### src/rtl/bram_port_master_if.sv
`default_nettype none
// ============================================================================
// Module   : bram_port_master_if
// Purpose  : Request/response streams and BRAM port bus for bram_port_master.
// Revision : 1.0
// ============================================================================
interface bram_port_master_if #(
  parameter int ADDR_W = 9,
  parameter int DATA_W = 32
) ();

  logic              req_valid;
  logic              req_ready;
  logic              req_we;
  logic [ADDR_W-1:0] req_addr;
  logic [DATA_W-1:0] req_wdata;

  logic              rsp_valid;
  logic              rsp_ready;
  logic [DATA_W-1:0] rsp_rdata;

  logic              bram_we;
  logic [ADDR_W-1:0] bram_addr;
  logic [DATA_W-1:0] bram_din;
  logic [DATA_W-1:0] bram_dout;

  // Engine side: accepts requests, issues responses, drives the BRAM port.
  modport master (
    input  req_valid, req_we, req_addr, req_wdata,
    output req_ready,
    output rsp_valid, rsp_rdata,
    input  rsp_ready,
    output bram_we, bram_addr, bram_din,
    input  bram_dout
  );

  // Client/BRAM side: issues requests, consumes responses, models the RAM.
  modport slave (
    output req_valid, req_we, req_addr, req_wdata,
    input  req_ready,
    input  rsp_valid, rsp_rdata,
    output rsp_ready,
    input  bram_we, bram_addr, bram_din,
    output bram_dout
  );

endinterface
`default_nettype wire

### src/rtl/bram_port_master.sv
`default_nettype none
// ============================================================================
// Module   : bram_port_master
// Purpose  : Valid/ready client engine for one BRAM port with a credit-checked
//            in-order response FIFO absorbing the one-cycle read latency.
// Revision : 1.0
// ============================================================================
module bram_port_master #(
  parameter int ADDR_W    = 9,
  parameter int DATA_W    = 32,
  parameter int RSP_DEPTH = 4
) (
  input  logic                clk,
  input  logic                rst_n,
  bram_port_master_if.master  bus,
  output logic                o_busy
);

  localparam int PTR_W = (RSP_DEPTH > 1) ? $clog2(RSP_DEPTH) : 1;
  localparam int CNT_W = $clog2(RSP_DEPTH + 1);
  localparam int SUM_W = CNT_W + 1;
  localparam logic [SUM_W-1:0] C_DEPTH = SUM_W'(RSP_DEPTH);

  logic              r_rd_inflight;
  logic [CNT_W-1:0]  r_count;
  logic [PTR_W-1:0]  r_wr_ptr;
  logic [PTR_W-1:0]  r_rd_ptr;
  logic [DATA_W-1:0] r_fifo [RSP_DEPTH];

  logic              w_req_ready;
  logic              w_accept;
  logic              w_push;
  logic              w_pop;
  logic              w_rsp_valid;
  logic [SUM_W-1:0]  w_used;

  // Credit counts the read already in flight so its data always has a slot.
  assign w_used      = SUM_W'(r_count) + SUM_W'(r_rd_inflight);
  assign w_req_ready = rst_n & (w_used < C_DEPTH);
  assign w_accept    = bus.req_valid & w_req_ready;
  assign w_push      = r_rd_inflight;
  assign w_rsp_valid = (r_count != '0);
  assign w_pop       = w_rsp_valid & bus.rsp_ready;

  assign bus.req_ready = w_req_ready;
  assign bus.bram_we   = w_accept & bus.req_we;
  assign bus.bram_addr = bus.req_addr;
  assign bus.bram_din  = bus.req_wdata;
  assign bus.rsp_valid = w_rsp_valid;
  assign bus.rsp_rdata = w_rsp_valid ? r_fifo[r_rd_ptr] : '0;
  assign o_busy        = r_rd_inflight | w_rsp_valid;

  always_ff @(posedge clk or negedge rst_n) begin
    if (!rst_n) begin
      r_rd_inflight <= 1'b0;
      r_count       <= '0;
      r_wr_ptr      <= '0;
      r_rd_ptr      <= '0;
    end else begin
      r_rd_inflight <= w_accept & ~bus.req_we;
      if (w_push) begin
        r_wr_ptr <= r_wr_ptr + PTR_W'(1);
      end
      if (w_pop) begin
        r_rd_ptr <= r_rd_ptr + PTR_W'(1);
      end
      case ({w_push, w_pop})
        2'b10:   r_count <= r_count + CNT_W'(1);
        2'b01:   r_count <= r_count - CNT_W'(1);
        default: r_count <= r_count;
      endcase
    end
  end

  // Storage is never cleared; the empty-output mux hides stale entries.
  always_ff @(posedge clk) begin
    if (w_push) begin
      r_fifo[r_wr_ptr] <= bus.bram_dout;
    end
  end

endmodule
`default_nettype wire

### src/flat_wrapper.sv
// flat-port wrapper written by rule: the top's interface ports become plain ports
module bram_port_master_flat 
#(
  parameter int ADDR_W    = 9,
  parameter int DATA_W    = 32,
  parameter int RSP_DEPTH = 4
)
  (clk, rst_n, o_busy, bus_req_valid, bus_req_we, bus_req_addr, bus_req_wdata, bus_req_ready, bus_rsp_valid, bus_rsp_rdata, bus_rsp_ready, bus_bram_we, bus_bram_addr, bus_bram_din, bus_bram_dout);
  bram_port_master_if #(.ADDR_W(ADDR_W), .DATA_W(DATA_W)) bus_i ();
  input  logic clk;
  input  logic rst_n;
  output logic o_busy;
  input wire logic [$bits(bus_i.req_valid)-1:0] bus_req_valid;
  input wire logic [$bits(bus_i.req_we)-1:0] bus_req_we;
  input wire logic [$bits(bus_i.req_addr)-1:0] bus_req_addr;
  input wire logic [$bits(bus_i.req_wdata)-1:0] bus_req_wdata;
  output wire logic [$bits(bus_i.req_ready)-1:0] bus_req_ready;
  output wire logic [$bits(bus_i.rsp_valid)-1:0] bus_rsp_valid;
  output wire logic [$bits(bus_i.rsp_rdata)-1:0] bus_rsp_rdata;
  input wire logic [$bits(bus_i.rsp_ready)-1:0] bus_rsp_ready;
  output wire logic [$bits(bus_i.bram_we)-1:0] bus_bram_we;
  output wire logic [$bits(bus_i.bram_addr)-1:0] bus_bram_addr;
  output wire logic [$bits(bus_i.bram_din)-1:0] bus_bram_din;
  input wire logic [$bits(bus_i.bram_dout)-1:0] bus_bram_dout;
  assign bus_i.req_valid = bus_req_valid;
  assign bus_i.req_we = bus_req_we;
  assign bus_i.req_addr = bus_req_addr;
  assign bus_i.req_wdata = bus_req_wdata;
  assign bus_req_ready = bus_i.req_ready;
  assign bus_rsp_valid = bus_i.rsp_valid;
  assign bus_rsp_rdata = bus_i.rsp_rdata;
  assign bus_i.rsp_ready = bus_rsp_ready;
  assign bus_bram_we = bus_i.bram_we;
  assign bus_bram_addr = bus_i.bram_addr;
  assign bus_bram_din = bus_i.bram_din;
  assign bus_i.bram_dout = bus_bram_dout;
  bram_port_master #(.ADDR_W(ADDR_W), .DATA_W(DATA_W), .RSP_DEPTH(RSP_DEPTH)) u_core (.clk(clk), .rst_n(rst_n), .bus(bus_i), .o_busy(o_busy));
endmodule
### config.mk
export PLATFORM = sky130hd
export DESIGN_NAME = bram_port_master_flat
export DESIGN_NICKNAME = d
export VERILOG_FILES = /design/src/rtl/bram_port_master_if.sv /design/src/rtl/bram_port_master.sv /design/src/flat_wrapper.sv
export SDC_FILE = /design/constraint.sdc
export NUM_CORES = 1
export LEC_CHECK = 0
export BUFFER_PORTS_ARGS = -buffer_cell sky130_fd_sc_hd__clkbuf_2
export CAP_MARGIN = 20
export CORE_UTILIZATION = 45
export DETAILED_ROUTE_END_ITERATION = 10
export GPL_ROUTABILITY_DRIVEN = 0
export PLACE_DENSITY = 0.77
export SETUP_SLACK_MARGIN = 0.3
export SLEW_MARGIN = 40
export SYNTH_ARGS = -nofsm -noshare
export SYNTH_HDL_FRONTEND = slang
export SYNTH_SLANG_ARGS = --single-unit
### constraint.sdc
create_clock -name clk -period 3 [get_ports clk]
set_clock_uncertainty 0.1 [all_clocks]
set_input_delay 0.6 -clock clk [delete_from_list [all_inputs] [get_ports clk]]
set_output_delay 0.6 -clock clk [all_outputs]
set_load 0.05 [all_outputs]
* Word-level counts from Yosys, hierarchy flattened
Memory sizes are Yosys's and may differ from the RTL's.
Cells that the tools add are included.
** Storage, ports and cells
- Register bits after elaboration :: 8
- Bits in writable memories :: 128
- Logic and storage cells :: 26
- Memories kept :: 1
** Operators by class
- Add/sub/neg operators :: 5
- Order comparisons :: 1
- Eq/ne operators :: 2
- Muxes and demuxes :: 4
- Bitwise logic cells :: 7
- Reductions and logical operators :: 2
** Memory list
- u_core.r_fifo :: words 4, bits a word 32, rd ports 1, clocked after memory_dff 0, write ports 1, RTL line bram_port_master.sv:28 : logic [DATA_W-1:0] r_fifo [RSP_DEPTH];
** Operators by type and width (number)
- 32-bit two-way mux :: 1
- 3-bit case mux with 2 select lines :: 1
- 1-bit AND :: 5
- 2-bit by 1-bit adder with 2-bit output, second input constant :: 2
- 3-bit by 1-bit adder with 4-bit output :: 1
- 4-bit by 3-bit less-than comparator with 1-bit output, second input constant :: 1
- 3-bit by 1-bit adder with 3-bit output, second input constant :: 1
- 3-bit nonzero test :: 1
- 3-bit by 1-bit subtractor with 3-bit output, second input constant :: 1
- 2-bit by 1-bit == test with 1-bit output, second input constant :: 1
- 2-bit == test, second input constant :: 1
- 1-bit two-way mux :: 2
- 2-bit nonzero test :: 1
- 1-bit inverter :: 1
- 1-bit OR :: 1

* Logic depth before layout (Yosys ltp)
Gate-level depths: netlist of run 1.
- Depth after elaboration :: 5
- Mapped depth :: 9
- Mapped depth without buffers :: 8

* Worst setup path before layout of run 1
Ideal clock, no wire load.
- Path type :: input -> output
- From :: in rst_n
- To :: out bus_bram_we
- Data arrival time :: 2.573 ns
- Slack :: -0.273 ns
- Stages :: 3
- Path through :: inv_1 a311oi_1 and3_1
** On the way
- Word-level cells in the longest chain between the ends :: 3
** Ends and longest elaborated chain
- start, declared :: RTL line flat_wrapper.sv:11 : input logic rst_n;
- 1-bit AND :: RTL line bram_port_master.sv:39 : assign w_req_ready = rst_n & (w_used < C_DEPTH);
- named net bus_req_ready :: RTL line flat_wrapper.sv:17 : output wire logic [$bits(bus_i.req_ready)-1:0] bus_req_ready;
- 1-bit AND :: RTL line bram_port_master.sv:40 : assign w_accept = bus.req_valid & w_req_ready;
- 1-bit AND :: RTL line bram_port_master.sv:46 : assign bus.bram_we = w_accept & bus.req_we;
- end, declared :: RTL line flat_wrapper.sv:21 : output wire logic [$bits(bus_i.bram_we)-1:0] bus_bram_we;
The timed path passes the listed nets, and every way through them passes these cells.

* Worst setup path in the final report of run 1
- From :: reg u_core.r_rd_ptr[0]
- To :: out bus_rsp_rdata[17]
** On the way
- Word-level cells in the longest chain between the ends :: 2
** Ends and longest elaborated chain
- start, declared :: RTL line bram_port_master.sv:27 : logic [PTR_W-1:0] r_rd_ptr;
- start signal, assigned :: RTL line bram_port_master.sv:65 : r_rd_ptr <= r_rd_ptr + PTR_W'(1);
- memory 4 x 32 bit
- 32-bit two-way mux :: RTL line bram_port_master.sv:50 : assign bus.rsp_rdata = w_rsp_valid ? r_fifo[r_rd_ptr] : '0;
- end, declared :: RTL line flat_wrapper.sv:19 : output wire logic [$bits(bus_i.rsp_rdata)-1:0] bus_rsp_rdata;
Every way passes these cells.

==> impl_metrics.csv, run 1 <==
group,metric,value,unit
synth,yosysTopAreaCell,"edfxtp_1",
drt,drt-vias-per-instance,5.129,
timing,setup_tns,0,ps
synth,synth_warnings,0,
synth,post_synthesis_area_per_instance,19.63,µm²
floorplanning,fp.dieArea,13020,µm²
floorplanning,chipWidth,114.1,µm
critical_path,worst-setup-path-type,"flop to output pin",
power,vdd_drop_max,717.1,µV
global_route,grt.overflow.total,0,
synth,netlist_area,5654,µm²
clock_network,ctsLongestPathBuffers,2,
synth,synth_ff_type,"edfxtp_1",
power,pwr_density_cell,1095,nW/µm²
clock_network,h-tree-depth,4,
drt,drc,0,
timing,layout_min_cycle_time,2667,ps
power,power.static_leakage,2.404,nW
global_route,grt_first_pass_wirelength,15740,µm
drt,routed_wirelength,10410,µm
cells_and_area,fillers,957,
cells_and_area,design.final.nets,423,
floorplanning,number_of_placement_rows,40,
global_route,vias_in_the_first_global_route,2923,
critical_path,critical_path_required,2300,ps
cells_and_area,multi_input_comb_area,1191,µm²
synth,synth_async_sr_flop_share,0.05882,
timing,hold_viol,0,
power,total_power,7.359,mW
drt,detailedRoute.firstPassIterationCount,5,
floorplanning,die_h,114.1,µm
timing,min_period_over_period,0.8889,
timing,final-setup-viol-count,0,
cells_and_area,sequential_cell_area,4045,µm²
synth,yosys_register_bits,136,
synth,synth.cells.most_frequent,"128 x edfxtp_1, 41 x buf_4, 37 x and2_1",
critical_path,timing.critical_path.fanout_max,9,
drt,dr_total_vias,2662,
floorplanning,initial_core_util,0.4668,
clock_network,cts_tree,"done",
global_route,grt_antenna_before_repair,0,
critical_path,crit_arrival,1970,ps
job,maxCapViolCount,0,
min_path,hold_path.class,"input port to flop",
synth,synth_edf_count,128,
clock_network,clk-insertion-delay-late,400,ps
floorplanning,ios,155,
timing,rsz0062_at_grt,"true",
critical_path,worstReg2RegStart,"u_core.r_count[0]",
synth,library_cell_with_the_highest_instance_count_after_synthesis,"edfxtp_1",
timing,achievable-frequency,375.0,MHz
outcome,status,"finished clean",
placed_design,place.detailed.hpwl,6239,µm
timing,worst_slew_margin_rel,0.6437,
cells_and_area,antenna-diode-count,0,
drt,detail-route-antenna-nets,0,
synth,synthTopCellsByArea,"edfxtp_1 68%, mux4_2 11%, buf_4 5.4%",
synth,synth_cell_type_count,25,
global_route,grt_max_degree,33,
critical_path,critPathCaptureType,"output pin",
drt,drt_first_iter_violations,144,
synth,synth_nets,372,
cells_and_area,core_utilization_of_the_finished_layout,0.5548,
timing,drv_slew,0,
floorplanning,area_of_the_core,12110,µm²
clock_network,numClockSinks,136,
clock_network,clkTransAtPathRegs,60,ps
timing,worstMarginPinSlew,534.5,ps
drt,wl_per_cell,20.06,µm
synth,synth_top_area_frac,0.6798,
cells_and_area,area_delta_synth_final,18.83,%
global_route,groute.usage.overall,0.1711,
clock_network,cts_inserted_buffers,17,
placed_design,portBuffers,72,
critical_path,crit_start,"u_core.r_rd_ptr[0]",
cells_and_area,final_layout_size_suffix_gt1_frac,0.4302,
clock_network,clockRootBuffer,"clkbuf_16",
critical_path,critical_path.startpoint_type,"flop",
synth,synth_seq_area_share,0.7152,
synth,syn-instance-count,288,
min_path,worstHoldStart,"bus_bram_dout[26]",
==> layout make-up <==
| cell class | count | share of cell area |
|---|---|---|
| Tap cell | 168 | 0.03128 |
| Sequential cell | 136 | 0.6020 |
| Clock buffer | 17 | 0.06331 |
| Multi-Input combinational cell | 91 | 0.1773 |
| Clock inverter | 14 | 0.02607 |
| Timing Repair Buffer | 86 | 0.09609 |
| Inverter | 7 | 0.003911 |
==> routing by layer <==
layer,GRT usage,share of wire,vias up
met5,0,0,-
met3,0.04923,0.065,53
li1,-,-,1170
met1,0.2031,0.38,1356
met2,0.2735,0.51,83
met4,0.1134,0.044,0
==> kinds of logic after synthesis <==
logic type	count (synthesis)	synth area share
XOR/XNOR	6	0.009294
flip-flops	136	0.7152
AO/OA/AOI/OAI	2	0.002434
AND/OR/NAND/NOR	44	0.04802
buffers and inverters	61	0.07856
adder cells (fa/ha/maj)	6	0.01461
multiplexers	33	0.1319
==> power breakdown <==
group	internal [mW]	switching (mW)
combinational	1.17	1.83
sequential	2.20	0.0720
clock	1.31	0.777
total	4.68	2.68
==> cell usage in the layout, fill, tap and decap left out <==
master | Yosys | routed
dfrtp_1 | 8 | 7
and3b_1 | 1 | 1
clkbuf_16 | 0 | 20
and2_2 | 0 | 3
buf_2 | 4 | 8
xor2_1 | 4 | 4
a311oi_4 | 0 | 1
dfrtp_2 | 0 | 1
fa_1 | 1 | 1
and3_1 | 1 | 1
clkinv_2 | 0 | 1
nand3_1 | 1 | 1
nand2b_1 | 1 | 1
ha_1 | 5 | 5
clkinv_4 | 0 | 2
edfxtp_1 | 128 | 128
and2_1 | 37 | 33
nor2_1 | 1 | 1
mux4_2 | 28 | 29
dlygate4sd3_1 | 0 | 1
buf_12 | 3 | 4
inv_1 | 7 | 7
xnor2_1 | 2 | 2
mux2i_1 | 1 | 1
mux4_1 | 4 | 3
clkbuf_4 | 0 | 1
inv_6 | 0 | 2
buf_6 | 1 | 4
clkinv_1 | 0 | 1
nand2_1 | 1 | 1
or3_4 | 0 | 1
bufinv_16 | 0 | 3
buf_4 | 41 | 25
inv_8 | 0 | 1
and2_4 | 0 | 1
o21ai_0 | 1 | 1
clkbuf_2 | 0 | 40
clkinvlp_4 | 0 | 4
==> worst max-delay path: stages (launching register included) <==
cell and delay (ps):
dfrtp_2 370, buf_12 140, clkbuf_16 170, mux4_2 510, and2_1 170, buf_4 180
==> registers in the layout (all words and copies together) (netlist names) <==
name,count
u_core.r_count,3
u_core.r_fifo,128
u_core.r_rd_inflight,1
u_core.r_rd_ptr,2
u_core.r_wr_ptr,2
==> timing repair <==
action / CTS / global route
cloned: 0 / 3
endpoints found under the hold margin: 8 / 0
buffers inserted: 1 / 1
gates resized for setup: 18 / 62
setup endpoints to repair: 32 / 31
hold buffers: 1 / 0
==> path summary, 6_finish.rpt <==
path,to,slack [ps],cells past startpoint
max,bus_rsp_rdata[17],330,5
min,u_core.r_fifo[3][26],310,1
max reg2reg,u_core.r_count[2],830,8
min reg2reg,u_core.r_wr_ptr[0],450,1
max in group asynchronous,u_core.r_rd_ptr[0],1950,2
min in group asynchronous,u_core.r_rd_ptr[1],570,2
==> through the flow <==
| stage | worst slack, ps | hold slack (ps) | cells | instance area (µm²) |
|---|---|---|---|---|
| 4_1_cts | 284.3 | 291.7 | 515 | 6580 |
| 5_1_grt | 266.8 | 297.0 | 519 | 6719 |
| 3_5_place_dp | 583.1 | 363.1 | 482 | 5904 |
| 6_report | 333.4 | 306.5 | 519 | 6719 |
| 3_3_place_gp | 582.1 | 370.4 | 482 | 5903 |
| 2_1_floorplan | 480.4 | 204.4 | 288 | 5672 |
No activity file was read; power rests on OpenSTA's default activity.
==> run 2: changes to the inputs <==
--- a/config.mk
+++ b/config.mk
@@ -7,6 +7,7 @@
 export LEC_CHECK = 0
 export BUFFER_PORTS_ARGS = -buffer_cell sky130_fd_sc_hd__clkbuf_2
 export CAP_MARGIN = 20
+export CORE_MARGIN = 2
 export CORE_UTILIZATION = 45
 export DETAILED_ROUTE_END_ITERATION = 10
 export GPL_ROUTABILITY_DRIVEN = 0
==> run 2 against run 1 <==
Routed wire length is 6.1% higher. First-iteration DRC count is 4.2% lower. Final area is 1.2% higher. Via count is 0.83% higher. Largest power group unchanged.
==> impl_metrics.csv, run 2 (synthesized netlist as in run 1, its figures left out) <==
group,metric,value,unit
drt,dr_total_vias,2684,
clock_network,numClockSinks,136,
critical_path,worst-setup-path-type,"flop to output pin",
cells_and_area,area_delta_synth_final,20.25,%
cells_and_area,final_layout_size_suffix_gt1_frac,0.4350,
timing,fin_worst_setup_slack,335.3,ps
global_route,grt_first_pass_wirelength,16000,µm
floorplanning,fp.dieArea,13480,µm²
floorplanning,die_h,116.1,µm
critical_path,critical_path_required,2300,ps
clock_network,cts_inserted_buffers,17,
global_route,groute.usage.overall,0.1674,
timing,drv_slew,0,
cells_and_area,reg_top3,"u_core.r_fifo (128), u_core.r_count (3)",
power,pwr_density_cell,1101,nW/µm²
clock_network,clkTransAtPathRegs,60,ps
timing,worstMarginPinSlew,575.1,ps
drt,detailedRoute.firstPassIterationCount,4,
drt,drc,0,
critical_path,critical_path.startpoint_type,"flop",
timing,setup_tns,0,ps
job,maxCapViolCount,0,
power,power.static_leakage,2.434,nW
drt,drt_first_iter_violations,138,
cells_and_area,top_register,"u_core.r_fifo",
timing,final-setup-viol-count,0,
timing,achievable-frequency,375.3,MHz
drt,wl_per_cell,21.15,µm
clock_network,cts_tree,"done",
floorplanning,chipWidth,116.1,µm
timing,hold_viol,0,
floorplanning,number_of_placement_rows,40,
placed_design,portBuffers,72,
cells_and_area,antenna-diode-count,0,
timing,rsz0062_at_grt,"false",
min_path,hold-path-cell-count,1,
cells_and_area,design.final.nets,426,
placed_design,place.detailed.hpwl,6693,µm
clock_network,clockRootBuffer,"clkbuf_16",
cells_and_area,largest_reg_flops,128,
global_route,grt.overflow.total,0,
floorplanning,initial_core_util,0.4649,
critical_path,timing.critical_path.fanout_max,6,
critical_path,worstRegToRegCells,9,
floorplanning,area_of_the_core,12160,µm²
drt,detail-route-antenna-nets,0,
global_route,grt_antenna_before_repair,0,
cells_and_area,layout.cells.most_common,"edfxtp_1",
clock_network,clk-insertion-delay-late,400,ps
timing,layout_min_cycle_time,2665,ps
placed_design,post-place-ws,493.6,ps
clock_network,h-tree-depth,4,
timing,min_period_over_period,0.8882,
min_path,hold_path.class,"input port to flop",
floorplanning,ios,155,
clock_network,ctsLongestPathBuffers,2,
critical_path,crit_arrival,1960,ps
drt,routed_wirelength,11040,µm
drt,drt-vias-per-instance,5.142,
critical_path,critPathCaptureType,"output pin",
cells_and_area,mostFrequentLayoutCells,"128 x edfxtp_1, 44 x clkbuf_2, 33 x and2_1",
global_route,grt_max_degree,25,
global_route,vias_in_the_first_global_route,2836,
timing,worst_slew_margin_rel,0.6166,
outcome,status,"finished clean",
power,vdd_drop_max,636.5,µV
==> run 2: cell count changes in the layout (fill, tap and decap cells not counted), moves of 2 or more <==
cell	before	now
buf_12	4	7
clkbuf_2	40	44
buf_4	25	18
clkbuf_1	0	2
buf_6	4	8
==> run 2: path summary, 6_finish.rpt <==
path	slack [ps]	endpoint	from
setup / recovery	340	bus_rsp_rdata[4]	u_core.r_rd_ptr[0]
hold / removal	300	u_core.r_fifo[0][26]	bus_bram_dout[26]
max in group asynchronous	1910	u_core.r_rd_ptr[1]	rst_n
min in group asynchronous	590	u_core.r_rd_inflight	rst_n
setup reg to reg	750	u_core.r_count[2]	u_core.r_count[0]
hold reg to reg	420	u_core.r_wr_ptr[0]	u_core.r_wr_ptr[0]
==> run 2: layout make-up <==
class                           count  area, µm²
Clock inverter                     12      176.4
Clock buffer                       19      432.9
Multi-Input combinational cell     91       1186
Fill cell                         906       5363
Inverter                            7      26.28
Tap cell                          168      210.2
Timing Repair Buffer               89      720.7
Sequential cell                   136       4046
==> run 2: critical path, stage by stage (launching register included) <==
cell and delay (ps):
dfrtp_2 370, buf_12 140, buf_12 140, mux4_2 520, and2_1 190, buf_4 190
==> run 2: metal layers <==
metal | vias to the layer above | global-route usage | share of wire
li1 | 1171 | - | -
met1 | 1363 | 0.1971 | 0.39
met2 | 95 | 0.2690 | 0.50
met3 | 55 | 0.05189 | 0.067
met4 | 0 | 0.1079 | 0.039
met5 | - | 0 | 0
==> run 2: per-stage QoR <==
stage | cell area (µm²) | util | cells | power (mW) | hold WS, ps
after floorplan | 5672 | - | 288 | 4.599 | 204.4
after global placement | 5949 | 0.4892 | 483 | 4.974 | 365.8
after detailed placement | 5949 | 0.4892 | 483 | 5.006 | 367.9
after CTS | 6574 | 0.5405 | 515 | 7.134 | 289.1
after global routing | 6799 | 0.5591 | 522 | 7.784 | 302.0
final | 6799 | 0.5591 | 522 | 7.484 | 304.0
==> run 2: report_power, final <==
| group | total [mW] | internal, mW | switching [mW] |
|---|---|---|---|
| logic | 3.07 | 1.23 | 1.84 |
| clock network | 2.11 | 1.38 | 0.727 |
| registers | 2.30 | 2.20 | 0.103 |
==> run 2: repair_timing <==
item / 4_1_cts / 5_1_grt
gates resized for setup: 1 / 84
hold endpoints to repair: 8 / 0
buffers inserted: 0 / 3
hold buffers: 1 / 0
pin swaps: 0 / 1
cloned: 0 / 4
endpoints found under the setup margin: 33 / 31
